### config.mk
export PLATFORM = sky130hd
export DESIGN_NAME = wb_write_arbiter
export DESIGN_NICKNAME = d
export VERILOG_FILES = /design/src/rtl/wb_arb_pkg.sv /design/src/rtl/rr_arb2.sv /design/src/rtl/wb_write_arbiter.sv
export SDC_FILE = /design/constraint.sdc
export NUM_CORES = 1
export LEC_CHECK = 0
export BUFFER_PORTS_ARGS = -buffer_cell sky130_fd_sc_hd__buf_2
export CORE_AREA = 4 4 208 210
export CTS_CLUSTER_DIAMETER = 200
export CTS_CLUSTER_SIZE = 28
export DETAILED_ROUTE_END_ITERATION = 16
export DIE_AREA = 0 0 212 214
export GPL_TIMING_DRIVEN = 1
export PLACE_DENSITY = 0.32
export SYNTH_ARGS = -nofsm -noshare
export SYNTH_HDL_FRONTEND = slang
export SYNTH_HIERARCHICAL = 1
export SYNTH_SLANG_ARGS = --single-unit
export TNS_END_PERCENT = 30
### constraint.sdc
create_clock -name Clk -period 8 [get_ports Clk]
set_clock_uncertainty 0.1 [all_clocks]
set_input_delay 1.6 -clock Clk [delete_from_list [all_inputs] [get_ports Clk]]
set_output_delay 1.6 -clock Clk [all_outputs]
set_load 0.02 [all_outputs]
### src/rtl/wb_arb_pkg.sv
// Shared types and field helpers for the two-requester DDR write-path arbiter.
// Address-FIFO entries are packed as {src, rd, addr}.
package wb_arb_pkg;

  typedef enum logic [1:0] {
    IDLE = 2'd0,
    DATA = 2'd1,
    ADDR = 2'd2
  } state_e;

  function automatic int af_src_pos(input int addr_w);
    return addr_w + 1;
  endfunction

  function automatic int af_rd_pos(input int addr_w);
    return addr_w;
  endfunction

  function automatic int beat_cnt_w(input int burst_len);
    return (burst_len > 2) ? $clog2(burst_len) : 1;
  endfunction

endpackage

### src/rtl/rr_arb2.sv
// Two-way round-robin picker: combinational one-hot grant from a registered
// priority pointer that only advances when the served command completes.
module rr_arb2 (
  input  logic       clk,
  input  logic       reset,
  input  logic [1:0] req_i,
  input  logic       update_i,
  input  logic       last_served_i,
  output logic [1:0] grant_o
);

  logic ptr_q;

  always_ff @(posedge clk) begin
    if (reset) begin
      ptr_q <= 1'b0;
    end else if (update_i) begin
      ptr_q <= ~last_served_i;
    end
  end

  always_comb begin
    grant_o = 2'b00;
    case (req_i)
      2'b01:   grant_o = 2'b01;
      2'b10:   grant_o = 2'b10;
      2'b11:   grant_o = ptr_q ? 2'b10 : 2'b01;
      default: grant_o = 2'b00;
    endcase
  end

endmodule

### src/rtl/wb_write_arbiter.sv
// Shares the DDR write buffer and address FIFO between two requesters.
// Write data is fully buffered before its address entry is pushed.
module wb_write_arbiter
  import wb_arb_pkg::*;
#(
  parameter int ADDR_W    = 28,
  parameter int BURST_LEN = 2,
  parameter int DATA_W    = 144
) (
  input  logic                Clk,
  input  logic                Reset,
  input  logic [1:0]          CmdValid,
  input  logic [1:0]          CmdRead,
  input  logic [2*ADDR_W-1:0] CmdAddr,
  output logic [1:0]          CmdReady,
  input  logic [1:0]          WDValid,
  input  logic [2*DATA_W-1:0] WDin,
  output logic [1:0]          WDReady,
  output logic [ADDR_W+1:0]   AFdata,
  output logic                AFwrite,
  input  logic                AFfull,
  output logic [DATA_W-1:0]   WBdata,
  output logic                WBwrite,
  input  logic                WBfull
);

  localparam int BEAT_W  = beat_cnt_w(BURST_LEN);
  localparam int SRC_POS = af_src_pos(ADDR_W);
  localparam int RD_POS  = af_rd_pos(ADDR_W);
  localparam logic [BEAT_W-1:0] LAST_BEAT = BEAT_W'(BURST_LEN - 1);

  state_e              state_q, state_d;
  logic [BEAT_W-1:0]   beat_q, beat_d;
  logic                src_q, src_d;
  logic                rd_q, rd_d;
  logic [ADDR_W-1:0]   addr_q, addr_d;
  logic [1:0]          grant;
  logic                win;

  rr_arb2 u_rr_arb2 (
    .clk          (Clk),
    .reset        (Reset),
    .req_i        (CmdValid & {2{state_q == IDLE}}),
    .update_i     (AFwrite),
    .last_served_i(src_q),
    .grant_o      (grant)
  );

  assign win = grant[1];

  always_ff @(posedge Clk) begin
    if (Reset) begin
      state_q <= IDLE;
      beat_q  <= '0;
    end else begin
      state_q <= state_d;
      beat_q  <= beat_d;
    end
  end

  // NOTE: command registers are only read after being loaded on a grant, so
  // they need no reset; leaving it off keeps reset fan-out to control state.
  always_ff @(posedge Clk) begin
    src_q  <= src_d;
    rd_q   <= rd_d;
    addr_q <= addr_d;
  end

  always_comb begin
    state_d = state_q;
    beat_d  = beat_q;
    src_d   = src_q;
    rd_d    = rd_q;
    addr_d  = addr_q;
    case (state_q)
      IDLE: begin
        if (|grant) begin
          src_d   = win;
          rd_d    = CmdRead[win];
          addr_d  = win ? CmdAddr[2*ADDR_W-1:ADDR_W] : CmdAddr[ADDR_W-1:0];
          state_d = CmdRead[win] ? ADDR : DATA;
        end
      end
      DATA: begin
        if (WBwrite) begin
          if (beat_q == LAST_BEAT) begin
            beat_d  = '0;
            state_d = ADDR;
          end else begin
            beat_d = beat_q + 1'b1;
          end
        end
      end
      ADDR: begin
        if (AFwrite) state_d = IDLE;
      end
      default: state_d = IDLE;
    endcase
  end

  // Strobes are forced low while Reset is held so an abandoned burst never
  // leaks a beat or address entry during the reset cycle itself.
  always_comb begin
    CmdReady = 2'b00;
    WDReady  = 2'b00;
    WBwrite  = 1'b0;
    AFwrite  = 1'b0;
    WBdata   = src_q ? WDin[2*DATA_W-1:DATA_W] : WDin[DATA_W-1:0];
    AFdata   = '0;
    AFdata[SRC_POS]      = src_q;
    AFdata[RD_POS]       = rd_q;
    AFdata[ADDR_W-1:0]   = addr_q;
    if (!Reset) begin
      case (state_q)
        IDLE: CmdReady = grant;
        DATA: begin
          WDReady[src_q] = !WBfull;
          WBwrite        = WDValid[src_q] & !WBfull;
        end
        ADDR:    AFwrite = !AFfull;
        default: ;
      endcase
    end
  end

endmodule

==> flow_summary.toml <==
[run_status]
outcome = "finished clean"

[clocking]
post_cts_buffers = 0
cts_root_buf = "clkbuf_16"
cts_buffers = 5
cts_resized = 0
cts_hold_buf = 0
clk_latency_ns = 0.28
cts_tree = "built"
clkTransAtPathRegs_ns = 0.06
clock_path_buffers = 2
cts_sinks = 34
h-tree-depth = 2

[place]
dpl.hpwl_um = 20070
port-buffer-count = 533
place_congestion = 0.8195

[critical_path]
path_buf_inv = 3
startpoint_type = "primary input"
path_cells = "buf_2 -> and2_1 -> a21boi_4 -> buf_4 -> nor4b_1 -> buf_2"
r2r_cells = 7
path_class = "primary input to output pin"
reg2reg_from = "state_q[0]"
cp.depth = 6
cpLargestDelayFamily = "buffers and inverters"
cp_slowest_cell = "buf_4"
cpMostUsedCell = "buf_2"
crit_start = "CmdValid[0]"
critPathMaxStageDelay_ns = 0.39
rrSetupSlack_ns = 5.41
cp-end-kind = "output pin"
r2r_end = "state_q[0]"
crit_end = "CmdReady[1]"
critPathArrivalTime_ns = 2.91
worstPathRequired_ns = 6.30
cp_max_fo = 34

[routing]
dr.pass1.iters = 4
via_per_inst = 3.199
wl_per_cell_um = 16.94
post-route-drc-count = 0
routed_wl_um = 22510
dr_total_vias = 4252
ant_nets = 0
drtIter0Drc = 133

[floorplanning]
ios = 534
core_um2 = 41570
placementRows = 75
die_w_um = 212
die_h_um = 214
die_area_um2 = 45370
start_util = 0.07856

[synthesis]
syn-cell-area_um2 = 3266
syn_area_per_cell_um2 = 12.32
synth.distinct_cells = 29
synth_ff_type = "edfxtp_1"
ys_async_sr_fraction = 0
yosysSeqAreaShare = 0.3004
postSynthCellCount = 265
yosys_warnings = 6
ys_seq_elements = 34
synth.net_count = 619
synth_edf_count = 30

[cells_and_area]
area_growth_pct = 105.5
nNetsFinal = 1140
final_util = 0.1614
drive_above_1_share = 0.9174

[grt]
grt_max_degree = 62
grt_pass1_wl_um = 30500
grt_remaining_overflow = 0
grt_usage = 0.08994
antenna_found_initial = 11
grt_pass1_vias = 4563

[flow_run]
drv_cap = 0

[timing]
period_minus_slack_ns = 4.612
final.setup.tns_ns = 0
worst_pin_slew_ns = 0.7859
drv_slew = 0
finalCritPeriodShare = 0.5765
rsz0062_at_grt = "no"
hold_viol = 0
fmax_mhz = 216.8
relSlewSlack = 0.4761
finalSetupViolations = 0

[min_path]
hold_path.class = "flip-flop to flip-flop"

[pwr]
p_leak_nw = 3.256
p_per_area_nw_per_um2 = 212.6
ir_drop_uv = 68.56
kinds of logic (layout without fill, tap and decap cells):
kind of cell | count (synthesis) | count (layout) | share of synthesized area
mux | 174 | 174 | 0.5996
other cells | 0 | 3 | 0
buf+inv | 28 | 550 | 0.04252
simple gates | 20 | 20 | 0.03755
compound gates | 9 | 9 | 0.01993
flops | 34 | 34 | 0.3004
worst min-delay path by stage:
stage / startpoint / to / slack, ns / cells after the start
after floorplan: beat_q / beat_q / 0.36 / 2
after global placement: beat_q / beat_q / 0.41 / 2
after detailed placement: beat_q / beat_q / 0.42 / 2
after CTS: beat_q / beat_q / 0.43 / 2
after global routing: beat_q / beat_q / 0.49 / 2
final: beat_q / beat_q / 0.42 / 2
sequential cells by signal, summed over array words and instances (netlist names):
signal	cells
state_q	2
u_rr_arb2/ptr_q	1
addr_q	28
src_q	1
rd_q	1
beat_q	1
report_power, final:
part / leakage (nW) / internal [mW] / switching (mW)
clock network: 0.0771 / 0.147 / 0.0808
registers: 0.321 / 0.253 / 0.0152
logic: 2.86 / 0.395 / 0.535
total: 3.26 / 0.796 / 0.631
Yosys cell counts, types with 2 or more instances:
library cell	n	area, um2
or4_1	2	15.01
buf_2	15	75.07
clkbuf_1	4	15.01
buf_1	2	7.510
nor2_1	6	22.52
a21oi_1	2	10.01
and2_1	2	12.51
nor4b_1	2	17.52
edfxtp_1	30	900.9
nand2_1	2	7.510
buf_4	2	15.01
inv_1	4	15.01
dfxtp_1	4	80.08
mux2_2	173	1948
tightest hold or removal path, stage by stage, from the launching register on:
cell	delay, ns
dfxtp_1	0.33
o21ai_0	0.08
a21oi_1	0.06
through the flow:
stage / std cells / hold slack (ns) / cell area [um2] / setup WS [ns] / power (mW)
2_1_floorplan: 265 / 0.3650 / 3266 / 3.121 / 0.8825
3_3_place_gp: 1318 / 0.4138 / 6538 / 3.354 / 1.224
3_5_place_dp: 1318 / 0.4208 / 6538 / 3.356 / 1.217
4_1_cts: 1326 / 0.4335 / 6704 / 3.349 / 1.461
5_1_grt: 1327 / 0.4945 / 6706 / 3.281 / 1.519
6_report: 1329 / 0.4230 / 6711 / 3.388 / 1.427
placed cells by master, fill, tap and decap left out:
cell        synthesis  layout
buf_2              15     533
clkbuf_16           0       5
bufinv_16           0       1
or4b_4              1       1
buf_4               2       5
nand3b_1            1       1
diode_2             0       3
and2_1              2       2
edfxtp_1           30      30
nand2_1             2       2
a21oi_1             2       2
a21boi_0            1       1
mux2_2            173     173
nor4b_1             2       2
o21ai_0             1       1
clkinvlp_4          0       1
nor2_1              6       6
nand4b_1            1       1
a211oi_2            1       1
a21o_1              1       1
a31oi_1             1       1
clkbuf_1            4       1
nor4_1              1       1
dfxtp_1             4       4
or4_1               2       2
nor3_2              0       1
or3_1               1       1
inv_1               4       4
a21boi_4            0       1
o311ai_0            1       1
mux2i_1             1       1
final cells by class:
cell class,count,area (um2)
inverter,4,15.01
clock buffer,6,128.9
antenna,3,7.507
clock inverter,2,37.54
timing repair buffer,538,2705
tap,539,674.4
sequential,34,980.9
multi-input combinational,203,2162
fill,4758,34860
metal layers:
metal  vias to the layer above  GRT usage  wire (um)  part of all wire
li1                       2060          -          -                 -
met1                      1905     0.1015       8581              0.38
met2                       259     0.1688      11550              0.51
met3                        28    0.02490       2025             0.090
met4                         0    0.01578        347             0.015
met5                         -          0          0                 0
No activity file was read; power rests on OpenSTA's default activity.
